$ cat src/rtl/spi_pkg.sv
// Shared types, guard-time defaults and sizing helpers for the SPI burst controller.
package spi_pkg;

   typedef enum logic [2:0] {
      StIdle,
      StSetup,
      StWaitTx,
      StLaunch,
      StXfer,
      StGap,
      StHold,
      StDone
   } spi_ctrl_state_e;

   typedef logic [7:0] byte_t;

   localparam int unsigned CsSetupDefault = 2;
   localparam int unsigned CsGapDefault   = 0;
   localparam int unsigned CsHoldDefault  = 10;

   // Guard counter reloads with N-1 so a phase lasts N cycles, never less than one.
   function automatic int unsigned guard_load(input int unsigned cycles);
      return (cycles > 0) ? cycles - 1 : 0;
   endfunction

   function automatic int unsigned guard_width(input int unsigned a, input int unsigned b,
                                               input int unsigned c);
      int unsigned m;
      m = a;
      if (b > m) m = b;
      if (c > m) m = c;
      return (m > 0) ? $clog2(m + 1) : 1;
   endfunction

endpackage

$ cat src/rtl/spi_guard_timer.sv
// Loadable down-counter timing the chip-select setup, inter-byte gap and hold phases.
module spi_guard_timer #(
   parameter int unsigned W = 4
) (
   input  logic         clk,
   input  logic         reset,
   input  logic         load,
   input  logic [W-1:0] load_val,
   output logic         expired
);

   logic [W-1:0] cnt_q, cnt_d;

   always_comb begin
      cnt_d = cnt_q;
      if (load) begin
         cnt_d = load_val;
      end else if (cnt_q != '0) begin
         cnt_d = cnt_q - W'(1);
      end
   end

   always_ff @(posedge clk or posedge reset) begin
      if (reset) begin
         cnt_q <= '0;
      end else begin
         cnt_q <= cnt_d;
      end
   end

   assign expired = (cnt_q == '0);

endmodule

$ cat src/rtl/spi_burst_ctrl.sv
// Burst sequencer in front of the single-byte spi_master: owns the chip selects and
// their setup/gap/hold guard times, and moves one byte per spi_master transaction.
module spi_burst_ctrl
   import spi_pkg::*;
#(
   parameter  int unsigned NUM_SS   = 4,
   parameter  int unsigned LEN_W    = 8,
   parameter  int unsigned CS_SETUP = CsSetupDefault,
   parameter  int unsigned CS_GAP   = CsGapDefault,
   parameter  int unsigned CS_HOLD  = CsHoldDefault,
   localparam int unsigned SEL_W    = (NUM_SS > 1) ? $clog2(NUM_SS) : 1
) (
   input  logic              clk,
   input  logic              reset,
   input  logic              req_valid,
   output logic              req_ready,
   input  logic [SEL_W-1:0]  req_ss_sel,
   input  logic [LEN_W-1:0]  req_len,
   input  logic              abort,
   input  logic              tx_valid,
   output logic              tx_ready,
   input  logic [7:0]        tx_data,
   output logic              rx_valid,
   output logic [7:0]        rx_data,
   output logic              busy,
   output logic              burst_done,
   output logic              burst_err,
   output logic              m_start,
   output logic [7:0]        m_tx_data,
   input  logic              m_tx_ready,
   input  logic              m_done,
   input  logic [7:0]        m_rx_data,
   output logic [NUM_SS-1:0] ss_n
);

   localparam int unsigned TW = guard_width(CS_SETUP, CS_GAP, CS_HOLD);
   localparam logic [TW-1:0] SetupLoad = TW'(guard_load(CS_SETUP));
   localparam logic [TW-1:0] GapLoad   = TW'(guard_load(CS_GAP));
   localparam logic [TW-1:0] HoldLoad  = TW'(guard_load(CS_HOLD));

   spi_ctrl_state_e   state_q, state_d;
   logic [NUM_SS-1:0] ss_n_q, ss_n_d;
   logic [LEN_W-1:0]  rem_q, rem_d;
   logic              err_q, err_d;
   logic              abort_pend_q, abort_pend_d;
   byte_t             m_tx_data_q, m_tx_data_d;
   byte_t             rx_data_q, rx_data_d;
   logic              rx_valid_q, rx_valid_d;

   logic              tmr_load;
   logic [TW-1:0]     tmr_val;
   logic              tmr_expired;
   logic              sel_bad;
   logic [NUM_SS-1:0] sel_mask_n;

   spi_guard_timer #(
      .W(TW)
   ) u_guard_timer (
      .clk     (clk),
      .reset   (reset),
      .load    (tmr_load),
      .load_val(tmr_val),
      .expired (tmr_expired)
   );

   assign sel_bad = (32'(req_ss_sel) >= NUM_SS);

   always_comb begin
      sel_mask_n = '1;
      for (int unsigned i = 0; i < NUM_SS; i++) begin
         sel_mask_n[i] = (32'(req_ss_sel) != i);
      end
   end

   always_comb begin
      state_d      = state_q;
      ss_n_d       = ss_n_q;
      rem_d        = rem_q;
      err_d        = err_q;
      abort_pend_d = abort_pend_q;
      m_tx_data_d  = m_tx_data_q;
      rx_data_d    = rx_data_q;
      rx_valid_d   = 1'b0;
      tmr_load     = 1'b0;
      tmr_val      = '0;
      tx_ready     = 1'b0;
      m_start      = 1'b0;
      burst_done   = 1'b0;
      burst_err    = 1'b0;
      req_ready    = 1'b0;
      busy         = 1'b1;

      if (abort && state_q != StIdle && state_q != StDone) begin
         abort_pend_d = 1'b1;
      end

      unique case (state_q)
         StIdle: begin
            req_ready = 1'b1;
            busy      = 1'b0;
            if (req_valid) begin
               rem_d = req_len;
               err_d = sel_bad;
               // Empty or misaddressed bursts complete without touching the chip selects.
               if (req_len == '0 || sel_bad) begin
                  state_d = StDone;
               end else begin
                  ss_n_d   = sel_mask_n;
                  tmr_load = 1'b1;
                  tmr_val  = SetupLoad;
                  state_d  = StSetup;
               end
            end
         end
         StSetup: begin
            if (abort) begin
               tmr_load = 1'b1;
               tmr_val  = HoldLoad;
               state_d  = StHold;
            end else if (tmr_expired) begin
               state_d = StWaitTx;
            end
         end
         StWaitTx: begin
            tx_ready = m_tx_ready && !abort;
            if (abort) begin
               tmr_load = 1'b1;
               tmr_val  = HoldLoad;
               state_d  = StHold;
            end else if (tx_valid && m_tx_ready) begin
               m_tx_data_d = tx_data;
               state_d     = StLaunch;
            end
         end
         StLaunch: begin
            m_start = 1'b1;
            state_d = StXfer;
         end
         StXfer: begin
            if (m_done) begin
               rx_data_d  = m_rx_data;
               rx_valid_d = 1'b1;
               rem_d      = rem_q - LEN_W'(1);
               if (rem_q == LEN_W'(1) || abort_pend_q || abort) begin
                  tmr_load = 1'b1;
                  tmr_val  = HoldLoad;
                  state_d  = StHold;
               end else if (CS_GAP > 0) begin
                  tmr_load = 1'b1;
                  tmr_val  = GapLoad;
                  state_d  = StGap;
               end else begin
                  state_d = StWaitTx;
               end
            end
         end
         StGap: begin
            if (abort) begin
               tmr_load = 1'b1;
               tmr_val  = HoldLoad;
               state_d  = StHold;
            end else if (tmr_expired) begin
               state_d = StWaitTx;
            end
         end
         StHold: begin
            if (tmr_expired) begin
               ss_n_d  = '1;
               state_d = StDone;
            end
         end
         StDone: begin
            burst_done   = 1'b1;
            burst_err    = err_q || abort_pend_q;
            err_d        = 1'b0;
            abort_pend_d = 1'b0;
            state_d      = StIdle;
         end
      endcase
   end

   always_ff @(posedge clk or posedge reset) begin
      if (reset) begin
         state_q      <= StIdle;
         ss_n_q       <= '1;
         rem_q        <= '0;
         err_q        <= 1'b0;
         abort_pend_q <= 1'b0;
         m_tx_data_q  <= 8'h00;
         rx_data_q    <= 8'h00;
         rx_valid_q   <= 1'b0;
      end else begin
         state_q      <= state_d;
         ss_n_q       <= ss_n_d;
         rem_q        <= rem_d;
         err_q        <= err_d;
         abort_pend_q <= abort_pend_d;
         m_tx_data_q  <= m_tx_data_d;
         rx_data_q    <= rx_data_d;
         rx_valid_q   <= rx_valid_d;
      end
   end

   assign ss_n      = ss_n_q;
   assign m_tx_data = m_tx_data_q;
   assign rx_data   = rx_data_q;
   assign rx_valid  = rx_valid_q;

endmodule

$ cat config.mk
export PLATFORM = sky130hd
export DESIGN_NAME = spi_burst_ctrl
export DESIGN_NICKNAME = d
export VERILOG_FILES = /design/src/rtl/spi_pkg.sv /design/src/rtl/spi_guard_timer.sv /design/src/rtl/spi_burst_ctrl.sv
export SDC_FILE = /design/constraint.sdc
export NUM_CORES = 1
export LEC_CHECK = 0
export BUFFER_PORTS_ARGS = -buffer_cell sky130_fd_sc_hd__buf_2
export CORE_UTILIZATION = 40
export CTS_CLUSTER_DIAMETER = 50
export DETAILED_ROUTE_END_ITERATION = 10
export REMOVE_ABC_BUFFERS = 1
export SETUP_SLACK_MARGIN = 0.15
export SYNTH_ARGS = -nofsm -noshare
export SYNTH_HDL_FRONTEND = slang
export SYNTH_SLANG_ARGS = --single-unit
$ cat constraint.sdc
create_clock -name clk -period 5.4 [get_ports clk]
set_input_delay 0.27 -clock clk [delete_from_list [all_inputs] [get_ports clk]]
set_output_delay 0.27 -clock clk [all_outputs]
set_load 0.005 [all_outputs]
# [After elaboration in Yosys (flattened, before gate mapping)]
# Index checks and enable logic that the tools add are counted.
[op_classes] addsub=2 eq_ne=18 mux=43 n_bitwise=1 reduce_logical=27
[op_table] cell="4-bit two-way mux" n=8
[op_table] cell="3-bit two-way mux" n=9
[op_table] cell="3-bit one-hot mux with 7 select lines" n=1
[op_table] cell="1-bit two-way mux" n=18
[op_table] cell="8-bit two-way mux" n=2
[op_table] cell="8-bit one-hot mux with 2 select lines" n=1
[op_table] cell="3-bit equality test (second input constant)" n=4
[op_table] cell="2-bit != test (second input constant)" n=6
[op_table] cell="4-bit one-hot mux with 3 select lines" n=1
[op_table] cell="2-bit nonzero test" n=6
[op_table] cell="8-bit by 1-bit equality test with 1-bit output (second input constant)" n=1
[op_table] cell="8-bit zero test" n=1
[op_table] cell="4-bit one-hot mux with 2 select lines" n=1
[op_table] cell="8-bit by 1-bit subtractor with 8-bit output (second input constant)" n=1
[op_table] cell="3-bit by 2-bit equality test with 1-bit output (second input constant)" n=2
[op_table] cell="3-bit != test (second input constant)" n=2
[op_table] cell="3-bit AND reduction" n=2
[op_table] cell="5-bit AND reduction" n=1
[op_table] cell="1-bit logical AND" n=4
[op_table] cell="4-bit zero test" n=1
[op_table] cell="2-bit AND reduction" n=2
[op_table] cell="4-bit AND reduction" n=1
[op_table] cell="4-bit nonzero test" n=1
[op_table] cell="4-bit by 1-bit subtractor with 4-bit output (second input constant)" n=1
[op_table] cell="other kinds (12)" n=14
[totals] reg_bits=38 input_bits=33 output_inout_bits=27 word_cells=100

# [Depth between registers and ports, before layout]
# Gate-level depths: netlist (run 1).
[logic_depth] word_depth=7 mapped_depth=7 depth_no_buf=6

# [Modules after synthesis]
# From an unflattened synthesis (run 1), not the netlist that was laid out.
[hier_totals] cells_unflattened=186 area_unflattened_um2=1995.7
[by_module_without_submodules] module="spi_burst_ctrl" instances=1 cells_each=163 area_each_um2=1759.2 seq_area_each_um2=830.8
[by_module_without_submodules] module="spi_guard_timer" instances=1 cells_each=23 area_each_um2=236.5 seq_area_each_um2=100.1

# [Least setup slack after synthesis (run 1)]
# OpenSTA, ideal clock, no wires.
[synth_path] path_kind="reg2reg" startpoint="reg u_guard_timer.cnt_q[0]" endpoint="reg ss_n_q[0], in the netlist ss_n[0]" setup_time_ns=0.082 arrival_ns=1.813 t_required_ns=5.318 path_slack_ns=3.505 stages_incl_launch_ff=7 path_buffers=0 period_less_slack_ns=1.895 cell_sequence="dfrtp_1 > inv_1 > ha_1 > nor3b_1 > mux2i_1 > a21oi_2 > mux2_2"
[synth_via] elab_chain_len=3
[synth_lines] item="start, declared" line="spi_guard_timer.sv:12" text="logic [W-1:0] cnt_q, cnt_d;"
[synth_lines] item="start signal, assigned" line="spi_guard_timer.sv:27" text="cnt_q <= cnt_d;"
[synth_lines] item="4-bit zero test" line="spi_guard_timer.sv:31" text="assign expired = (cnt_q == '0);"
[synth_lines] item="2-bit != test (no source line)"
[synth_lines] item="4-bit AND reduction (no source line)"
[synth_lines] item="end signal, assigned" line="spi_burst_ctrl.sv:194" text="ss_n_q <= ss_n_d;"
[synth_lines] item="end, declared" line="spi_burst_ctrl.sv:42" text="logic [NUM_SS-1:0] ss_n_q, ss_n_d;"
# No other way between the ends.
# A chain may end at the register's enable or synchronous reset.

# [Worst setup path after layout (run 1)]
[layout_path] startpoint="reg u_guard_timer.cnt_q[0]" endpoint="reg ss_n_q[1], in the netlist ss_n[1]"
# Same word-level chain as after synthesis.

==> impl_metrics.py, run 1 <==
metrics = {
    "cts": {
        "cts_buffers": 5,
        "clock_tree_from_tritoncts": "built",
        "clock_tree.buffer_depth": 2,
        "post_cts_resize_count": 0,
        "insertion_delay_ps": 290,
        "clk_pin_slew_worst_paths_ps": 80,
        "cts_sinks": 37,
        "root_buffer": "sky130_fd_sc_hd__clkbuf_8",
        "cts_max_level": 2,
        "hold_buffers": 0,
        "postCtsSetupBuffers": 0,
    },
    "sta": {
        "worstMarginPinSlew_ps": 721.4,
        "maxSlewHeadroom_pct": 51.81,
        "worst_clock_skew_ps": 5.922,
        "setup_repair_after_global_routing_missed_its_margin": "no",
        "post-route-period-util_pct": 39.67,
        "final_period_minus_worst_setup_slack_ps": 2142,
        "timing_max_transition_violations_final": 0,
        "setup-tns-final_ps": 0,
        "peak_clock_frequency_supported_by_timing_ghz": 0.4668,
        "finalSetupViolations": 0,
        "report.final.hold_viol_count": 0,
    },
    "drt": {
        "drt_drc_violations_left": 0,
        "avgViaCountPerCell": 5.128,
        "iteration_count_of_the_initial_detailed_routing_pass": 4,
        "number_of_routed_nets_with_antenna_violations": 0,
        "wl_per_cell_um": 13.32,
        "postRouteWirelength_mm": 4.168,
        "drt_iter0_drc": 60,
        "routed-via-count": 1605,
    },
    "finish": {
        "drive_above_1_share_pct": 39.43,
        "area.growth.synth_to_final_pct": 21.70,
        "diodes": 0,
        "layout_utilization_pct": 50.52,
        "finalNetCount": 281,
    },
    "hold_path": {
        "min_path_type": "in -> async",
    },
    "global_routing": {
        "grt_overflow": 0,
        "pin_count_of_the_biggest_net_entering_global_routing": 38,
        "grt_pass1_vias": 1486,
        "grt_first_pass_wirelength_mm": 6.748,
        "track_usage_pct": 16.83,
        "antenna_violations_before_repair": 0,
    },
    "pwr": {
        "vdd.ir_drop.worst_mv": 0.1941,
        "p_leak_nw": 1.095,
        "finalPower_w": 0.001272,
        "total_power_per_unit_cell_area_mw_per_mm2": 533.3,
    },
    "synthesis": {
        "synthesis.area_per_instance_um2": 10.37,
        "ys_top_cells_by_count": "sky130_fd_sc_hd__dfrtp_1, sky130_fd_sc_hd__mux2_2, sky130_fd_sc_hd__a21oi_1, sky130_fd_sc_hd__nor2_1, sky130_fd_sc_hd__o21ai_0",
        "post_synth_inst_count": 189,
        "ys_top_cells_by_area": "sky130_fd_sc_hd__dfrtp_1, sky130_fd_sc_hd__mux2_2, sky130_fd_sc_hd__dfstp_2",
        "synth_cell_types": 46,
        "ys_warn_count": 0,
        "post_synth_instance_area_mm2": 0.001961,
        "yosys.area.top_type_share_pct": 42.12,
        "asyncSetResetFlopFracSynth_pct": 100.0,
        "yosys_register_bits": 37,
        "predominant_post_synthesis_flop_cell": "sky130_fd_sc_hd__dfrtp_1",
        "number_of_synthesized_flops_with_an_enable_pin": 0,
        "ys_seq_area_share_pct": 47.48,
        "yosysMostFrequentCell": "sky130_fd_sc_hd__dfrtp_1",
        "synth_area_leader_cell": "sky130_fd_sc_hd__dfrtp_1",
    },
    "floorplan": {
        "floorplan.io_pins": 60,
        "rows": 25,
        "floorplan.die_area_mm2": 0.005185,
        "chipHeight_um": 72.01,
        "die_width_um": 72.01,
        "fp.coreArea_mm2": 0.004723,
        "initial_utilization_pct": 41.51,
    },
    "setup_path": {
        "endpoint": "ss_n[1]",
        "crit_path_start": "u_guard_timer.cnt_q[0]",
        "worst_ep_required_time_ps": 5620,
        "rr_startpoint": "u_guard_timer.cnt_q[0]",
        "timing.critical_path.to_type": "register",
        "worst-setup-path-type": "reg -> reg",
        "r2r-end": "ss_n[1]",
        "critical_path_arrival_ps": 2360,
        "timing.reg2reg.setup_slack_ps": 3260,
        "setup.worst_path.start_class": "register",
        "worst_reg2reg_path_depth": 6,
        "crit_path_max_fanout": 6,
    },
    "place": {
        "hpwlAfterDp_mm": 3.024,
        "port_buffers": 59,
        "place.gp.congestion": 0.8409,
    },
    "job": {
        "maxCapViolations": 0,
    },
    "status": {
        "run_status": "completed",
    },
}
[critical path, stage by stage (launching register included)]
cell                      delay [ps]
sky130_fd_sc_hd__dfrtp_1         400
sky130_fd_sc_hd__inv_1            60
sky130_fd_sc_hd__ha_1            190
sky130_fd_sc_hd__nor3b_1         620
sky130_fd_sc_hd__mux2i_1         190
sky130_fd_sc_hd__a21oi_2         260
sky130_fd_sc_hd__mux2_2          360
[metal layers]
metal,GRT usage (%),up-vias,part of all wire (%)
li1,-,792,-
met1,22.34,774,46
met2,26.21,33,49
met3,4.861,6,3.6
met4,6.318,0,1.4
met5,0,-,0
[per-stage QoR]
| stage | setup slack, ps | hold slack, ps | instances | cell area (µm²) |
|---|---|---|---|---|
| final | 3258 | 85.07 | 313 | 2386 |
| after global routing | 3124 | 133.3 | 313 | 2386 |
| after CTS | 3217 | 99.64 | 313 | 2386 |
| after detailed placement | 3227 | 421.0 | 305 | 2292 |
| after global placement | 3333 | 405.8 | 305 | 2292 |
| after floorplan | 3505 | 418.0 | 178 | 1906 |
[cell families (layout without fill, tap and decap cells)]
kind of cell,after synthesis,in the layout,synth area share [%]
AND/OR/NAND/NOR,58,58,17.74
AO/OA/AOI/OAI,46,46,14.61
flip-flops,37,37,47.48
multiplexers,23,23,13.08
buffers and inverters,21,78,4.722
adder cells (fa/ha/maj),3,3,1.915
XOR/XNOR,1,1,0.4468
[cell type report]
cell class                 instances  area, µm²
clock buffer                       7      86.33
clock inverter                     1      7.507
fill                             443       2337
inverter                          10      37.54
multi-input combinational        131      937.1
sequential                        37      930.9
tap                               67      83.83
timing repair buffer              60      302.8
[power breakdown]
part	switching [W]	internal [W]	leakage, nW
clock network	0.0000984	0.000104	0.0445
registers	0.000115	0.000416	0.440
logic	0.000256	0.000283	0.611
total	0.000470	0.000803	1.10
[worst min-delay path by stage]
stage,to,slack [ps]
after global placement,rx_data[6],410
after floorplan,abort_pend_q,420
final,m_tx_data[2],90
after CTS,rx_data[6],100
after detailed placement,rx_data[6],420
after global routing,rx_data[6],130
[placed cells by master, fill, tap and decap left out, types with 2 or more instances in the layout]
| cell | synthesis | final |
|---|---|---|
| sky130_fd_sc_hd__or4_1 | 3 | 3 |
| sky130_fd_sc_hd__o21ai_0 | 11 | 11 |
| sky130_fd_sc_hd__and2_1 | 3 | 3 |
| sky130_fd_sc_hd__o2bb2ai_1 | 2 | 2 |
| sky130_fd_sc_hd__nor4_1 | 2 | 2 |
| sky130_fd_sc_hd__buf_2 | 5 | 59 |
| sky130_fd_sc_hd__ha_1 | 3 | 3 |
| sky130_fd_sc_hd__clkbuf_8 | 0 | 6 |
| sky130_fd_sc_hd__a31oi_1 | 3 | 3 |
| sky130_fd_sc_hd__a22oi_1 | 3 | 3 |
| sky130_fd_sc_hd__nor3b_1 | 2 | 2 |
| sky130_fd_sc_hd__inv_1 | 10 | 10 |
| sky130_fd_sc_hd__and3_1 | 3 | 3 |
| sky130_fd_sc_hd__nand2_1 | 6 | 6 |
| sky130_fd_sc_hd__o21ai_1 | 2 | 2 |
| sky130_fd_sc_hd__nor3_1 | 5 | 5 |
| sky130_fd_sc_hd__mux2i_1 | 2 | 2 |
| sky130_fd_sc_hd__nand3_1 | 4 | 4 |
| sky130_fd_sc_hd__o211ai_1 | 3 | 3 |
| sky130_fd_sc_hd__nor4b_1 | 2 | 2 |
| sky130_fd_sc_hd__or3_1 | 3 | 3 |
| sky130_fd_sc_hd__mux2_2 | 21 | 21 |
| sky130_fd_sc_hd__a21o_1 | 3 | 3 |
| sky130_fd_sc_hd__dfstp_2 | 4 | 4 |
| sky130_fd_sc_hd__a21oi_1 | 12 | 12 |
| sky130_fd_sc_hd__nor2_1 | 12 | 12 |
| sky130_fd_sc_hd__dfrtp_1 | 33 | 33 |
| sky130_fd_sc_hd__nand3b_1 | 2 | 2 |
| sky130_fd_sc_hd__nor2b_1 | 3 | 3 |
[state kept, by name, indices dropped and copies added, names as in the netlist]
name / cells
ss_n: 4
rem_q: 8
u_guard_timer.cnt_q: 4
abort_pend_q: 1
m_tx_data: 8
rx_valid: 1
state_q: 3
rx_data: 8
Note: power is estimated with default switching activity, not from simulation.
==> inputs of run 2 (changes only) <==
--- a/config.mk
+++ b/config.mk
@@ -9,6 +9,7 @@
 export CORE_UTILIZATION = 40
 export CTS_CLUSTER_DIAMETER = 50
 export DETAILED_ROUTE_END_ITERATION = 10
+export PLACE_DENSITY = 0.67
 export REMOVE_ABC_BUFFERS = 1
 export SETUP_SLACK_MARGIN = 0.15
 export SYNTH_ARGS = -nofsm -noshare
==> constraint.sdc (replaced) <==
create_clock -name clk -period 1.9 [get_ports clk]
set_input_delay 0.095 -clock clk [delete_from_list [all_inputs] [get_ports clk]]
set_output_delay 0.095 -clock clk [all_outputs]
set_load 0.005 [all_outputs]
==> run 2 against run 1 <==
Combinational power rose to 3.5 times the previous value. Die area did not move. Utilization rose by 4.4 points. Non-clock buffer count rose by 16. Final cell count rose by 5.1%. Global-route usage rose by 0.14 points. Sequential power rose to 2.7 times the previous value. Register-to-register slack got worse by 3100 ps. Via count rose by 2.1%. Critical path depth fell by 2. Clock skew fell by 2.2 ps. First-iteration DRC count rose by 53%. Critical path type unchanged. Critical endpoint is now rem_q[5]. Highest routed layer unchanged.
==> impl_metrics.py, run 2 (synthesis results as in run 1) <==
metrics = {
    "global_routing": {
        "antenna_violations_before_repair": 0,
        "grt_overflow": 0,
        "pin_count_of_the_biggest_net_entering_global_routing": 38,
        "track_usage_pct": 16.98,
        "grt_pass1_vias": 1467,
        "grt_first_pass_wirelength_mm": 6.748,
    },
    "floorplan": {
        "initial_utilization_pct": 41.51,
        "die_width_um": 72.01,
        "floorplan.io_pins": 60,
        "chipHeight_um": 72.01,
        "rows": 25,
        "fp.coreArea_mm2": 0.004723,
        "floorplan.die_area_mm2": 0.005185,
    },
    "drt": {
        "drt_drc_violations_left": 0,
        "routed-via-count": 1638,
        "avgViaCountPerCell": 4.979,
        "iteration_count_of_the_initial_detailed_routing_pass": 4,
        "wl_per_cell_um": 12.91,
        "number_of_routed_nets_with_antenna_violations": 0,
        "postRouteWirelength_mm": 4.246,
        "drt_iter0_drc": 92,
    },
    "sta": {
        "worstMarginPinSlew_ps": 489.5,
        "timing_max_transition_violations_final": 0,
        "peak_clock_frequency_supported_by_timing_ghz": 0.5789,
        "post-route-period-util_pct": 90.91,
        "worst_clock_skew_ps": 3.760,
        "setup-tns-final_ps": 0,
        "setup_repair_after_global_routing_missed_its_margin": "yes",
        "maxSlewHeadroom_pct": 67.37,
        "whs_ps": 31.93,
        "final_period_minus_worst_setup_slack_ps": 1727,
        "finalSetupViolations": 0,
        "report.final.hold_viol_count": 0,
    },
    "finish": {
        "area.growth.synth_to_final_pct": 32.23,
        "diodes": 0,
        "most-common-layout-cells": "sky130_fd_sc_hd__buf_2, sky130_fd_sc_hd__dfrtp_1, sky130_fd_sc_hd__mux2_2",
        "finalNetCount": 297,
        "mostFrequentLayoutCell": "sky130_fd_sc_hd__buf_2",
        "drive_above_1_share_pct": 46.56,
    },
    "pwr": {
        "p_leak_nw": 1.200,
        "vdd.ir_drop.worst_mv": 0.7459,
        "total_power_per_unit_cell_area_mw_per_mm2": 1568,
    },
    "setup_path": {
        "timing.reg2reg.setup_slack_ps": 170,
        "worst_reg2reg_path_depth": 4,
        "worst_ep_required_time_ps": 2080,
        "rr_startpoint": "rem_q[2]",
        "r2r-end": "rem_q[5]",
        "timing.critical_path.to_type": "register",
        "worst-setup-path-type": "reg -> reg",
        "crit_path_start": "rem_q[2]",
        "endpoint": "rem_q[5]",
        "crit_path_max_fanout": 5,
        "critical_path_arrival_ps": 1900,
        "setup.worst_path.start_class": "register",
    },
    "cts": {
        "cts_buffers": 5,
        "root_buffer": "sky130_fd_sc_hd__clkbuf_8",
        "clock_tree.buffer_depth": 2,
        "cts_sinks": 37,
        "cts_max_level": 2,
        "clock_tree_from_tritoncts": "built",
        "clk_pin_slew_worst_paths_ps": 70,
        "insertion_delay_ps": 290,
    },
    "place": {
        "place.gp.congestion": 0.7753,
        "hpwlAfterDp_mm": 3.017,
        "port_buffers": 59,
    },
    "status": {
        "run_status": "completed",
    },
    "hold_path": {
        "min_path_type": "in -> reg",
    },
    "job": {
        "maxCapViolations": 0,
    },
}
==> run 2: cell type report <==
| type | count | area (µm²) |
|---|---|---|
| Fill cell | 415 | 2131 |
| Multi-Input combinational cell | 131 | 978.4 |
| Sequential cell | 37 | 933.4 |
| Timing Repair Buffer | 76 | 439.2 |
| Tap cell | 67 | 83.83 |
| Clock buffer | 6 | 82.58 |
| Clock inverter | 2 | 37.54 |
| Inverter | 10 | 37.54 |
==> run 2: per-stage QoR <==
stage / util [%] / setup slack (ps) / cell area, µm² / std cells / total power (W)
5_1_grt: 54.89 / 104.9 / 2592 / 329 / 0.004392
2_1_floorplan: - / 4.736 / 1906 / 178 / 0.002527
3_3_place_gp: 50.38 / 77.66 / 2380 / 315 / 0.003175
4_1_cts: 53.72 / 157.7 / 2537 / 325 / 0.003987
6_report: 54.89 / 172.7 / 2592 / 329 / 0.004066
3_5_place_dp: 50.38 / 16.16 / 2380 / 315 / 0.003210
==> run 2: report_power, final <==
part	total, W	switching [W]	internal [W]
sequential	0.00145	0.000256	0.00119
combinational	0.00191	0.000891	0.00102
clock	0.000710	0.000284	0.000427
==> run 2: how the worst min path moves through the flow <==
stage / start / slack, ps / cells past startpoint / endpoint
floorplan: abort / 240 / 2 / abort_pend_q
global placement: reset / 230 / 3 / rx_valid
detailed placement: reset / 230 / 3 / rx_data[6]
CTS: m_rx_data[0] / 30 / 2 / rx_data[0]
global route: m_rx_data[5] / 20 / 2 / rx_data[5]
finish: tx_data[5] / 30 / 2 / m_tx_data[5]
==> run 2: critical path, cell delays in order (launching register included) <==
cell and delay, ps:
sky130_fd_sc_hd__dfrtp_1 430, sky130_fd_sc_hd__or4_4 510, sky130_fd_sc_hd__or4b_1 500, sky130_fd_sc_hd__o21ai_1 90, sky130_fd_sc_hd__a21oi_1 80
==> run 2: what timing repair did <==
action	4_1_cts	5_1_grt
pin swaps	0	3
endpoints found under the setup margin	15	22
buffers inserted	1	3
gates cloned	0	1
hold buffers	1	0
endpoints found under the hold margin	33	0
gates resized for setup	6	6
==> run 2: per-layer routing <==
layer  track usage, %  share of wire (%)  vias to the layer above
met5                0                  0                        -
met4            7.407                1.7                        0
met3            3.750                3.4                        6
met2            27.25                 50                       42
met1            22.17                 45                      762
li1                 -                  -                      828
==> inputs of run 3 (changes only) <==
--- a/config.mk
+++ b/config.mk
@@ -6,6 +6,7 @@
 export NUM_CORES = 1
 export LEC_CHECK = 0
 export BUFFER_PORTS_ARGS = -buffer_cell sky130_fd_sc_hd__buf_2
+export CORE_MARGIN = 4
 export CORE_UTILIZATION = 40
 export CTS_CLUSTER_DIAMETER = 50
 export DETAILED_ROUTE_END_ITERATION = 10
==> run 3 against run 2 <==
Flip-flop and latch count unchanged. Clock skew is essentially flat. Clock-buffer cell count did not move. Via count is 1.9% higher. Non-clock buffer count rose by 2. Global-route usage down 2.5 points. Register-to-register slack hardly changed. Utilization decreased by 0.29 points. Sequential power hardly changed. Largest cell class unchanged. Highest routed layer unchanged.
==> impl_metrics.py, run 3 (synthesis results as in run 1) <==
metrics = {
    "status": {
        "run_status": "completed",
    },
    "sta": {
        "post-route-period-util_pct": 91.21,
        "setup-tns-final_ps": 0,
        "worstMarginPinSlew_ps": 464.6,
        "setup_repair_after_global_routing_missed_its_margin": "yes",
        "timing_max_transition_violations_final": 0,
        "finalSetupViolations": 0,
        "maxSlewHeadroom_pct": 69.02,
        "report.final.hold_viol_count": 0,
        "worst_clock_skew_ps": 4.214,
        "final_period_minus_worst_setup_slack_ps": 1733,
        "peak_clock_frequency_supported_by_timing_ghz": 0.5770,
    },
    "finish": {
        "most-common-layout-cells": "sky130_fd_sc_hd__buf_2, sky130_fd_sc_hd__dfrtp_1, sky130_fd_sc_hd__mux2_2",
        "mostFrequentLayoutCell": "sky130_fd_sc_hd__buf_2",
        "layout_utilization_pct": 54.60,
        "finalNetCount": 299,
        "nFillCells": 419,
        "drive_above_1_share_pct": 46.59,
        "area.growth.synth_to_final_pct": 31.53,
        "diodes": 0,
    },
    "pwr": {
        "total_power_per_unit_cell_area_mw_per_mm2": 1533,
        "combPwrFrac_pct": 50.0,
        "p_leak_nw": 1.200,
        "p_sw_w": 0.001427,
        "vdd.ir_drop.worst_mv": 0.6229,
        "power.share.sequential_pct": 36.7,
        "power_switching_share_pct": 36.11,
        "internal_pwr_total_w": 0.002525,
        "clock_power_share_pct": 13.3,
    },
    "global_routing": {
        "grt_first_pass_wirelength_mm": 6.996,
        "grt_overflow": 0,
        "antenna_violations_before_repair": 0,
        "pin_count_of_the_biggest_net_entering_global_routing": 38,
        "track_usage_pct": 14.49,
        "grt_pass1_vias": 1539,
    },
    "drt": {
        "highest_layer": "met4",
        "iteration_count_of_the_initial_detailed_routing_pass": 4,
        "number_of_routed_nets_with_antenna_violations": 0,
        "avgViaCountPerCell": 5.042,
        "drt_iter0_drc": 102,
        "routed-via-count": 1669,
        "wl_per_cell_um": 13.48,
        "routed-wl-met3_um": 185,
        "drt_drc_violations_left": 0,
        "wl_met1_mm": 1.948,
        "wl_met2_mm": 2.264,
        "postRouteWirelength_mm": 4.463,
    },
    "place": {
        "port_buffers": 59,
        "hpwlAfterDp_mm": 3.173,
        "place.gp.congestion": 0.8375,
    },
    "cts": {
        "clock_tree_from_tritoncts": "built",
        "insertion_delay_ps": 290,
        "clock_tree.buffer_depth": 2,
        "cts_max_level": 2,
        "clk_pin_slew_worst_paths_ps": 70,
        "cts_buffers": 5,
        "root_buffer": "sky130_fd_sc_hd__clkbuf_8",
        "cts_sinks": 37,
    },
    "job": {
        "maxCapViolations": 0,
    },
    "setup_path": {
        "timing.critical_path.to_type": "register",
        "critical_path_arrival_ps": 1910,
        "crit_path_max_fanout": 4,
        "setup.worst_path.start_class": "register",
        "worst-setup-path-type": "reg -> reg",
        "worst_ep_required_time_ps": 2070,
    },
    "floorplan": {
        "floorplan.die_area_mm2": 0.006086,
        "die_width_um": 78.01,
        "floorplan.io_pins": 60,
        "rows": 25,
        "chipHeight_um": 78.01,
        "fp.coreArea_mm2": 0.004723,
        "initial_utilization_pct": 41.51,
    },
    "hold_path": {
        "min_path_type": "in -> reg",
    },
}
## run 3: layout make-up
cell class	count	area [µm²]	share of cell area [%]
inverters	10	37.54	1.456
well taps	67	83.83	3.251
flip-flops and latches	37	933.4	36.20
repair buffers	78	470.5	18.24
multi-input cells	131	970.9	37.65
clock buffers	6	72.57	2.814
clock inverters	2	10.01	0.3882
## run 3: per-layer routing
metal / vias up / global-route usage (%)
li1: 831 / -
met2: 29 / 22.95
met1: 805 / 18.36
met3: 4 / 3.899
met5: - / 0
met4: 0 / 6.993
## run 3: stage by stage
step	total power, W	setup WS [ps]	std cells	area (µm²)	hold WS (ps)
6_report	0.003952	167.0	331	2579	34.10
5_1_grt	0.004282	117.2	331	2579	26.36
4_1_cts	0.003749	150.6	323	2472	24.81
3_5_place_dp	0.003202	50.32	314	2372	228.9
3_3_place_gp	0.003180	82.55	314	2372	231.4
2_1_floorplan	0.002527	4.736	178	1906	243.0
## run 3: path summary, 6_finish.rpt
path,startpoint,end,slack [ps],cells after the start
max,rem_q[1],rem_q[5],170,4
max in group asynchronous,reset,ss_n[1],1090,4
min,m_rx_data[2],rx_data[2],30,2
min reg2reg,rx_data[4],rx_data[4],500,1
min in group asynchronous,reset,rx_valid,460,4
max reg2reg,rem_q[1],rem_q[5],170,4
## run 3: critical path: stages (launching register included)
cell	delay, ps
sky130_fd_sc_hd__dfrtp_1	390
sky130_fd_sc_hd__or4_4	560
sky130_fd_sc_hd__or4b_1	510
sky130_fd_sc_hd__o21ai_1	90
sky130_fd_sc_hd__a21oi_1	70
## run 3: timing repair
item                                   4_1_cts  5_1_grt
pin swaps                                    0        3
hold buffers                                 1        0
gates resized for setup                      3        7
setup endpoints to repair                   14       16
gates cloned                                 0        1
setup buffers                                0        7
endpoints found under the hold margin       33        0
## run 3: power by group through the flow
stage	logic [W]	clock network, W	registers (W)
6_report	0.00198	0.000525	0.00145
5_1_grt	0.00219	0.000583	0.00151
4_1_cts	0.00176	0.000547	0.00144
3_5_place_dp	0.00175	0	0.00145
3_3_place_gp	0.00174	0	0.00144
2_1_floorplan	0.00104	0	0.00148
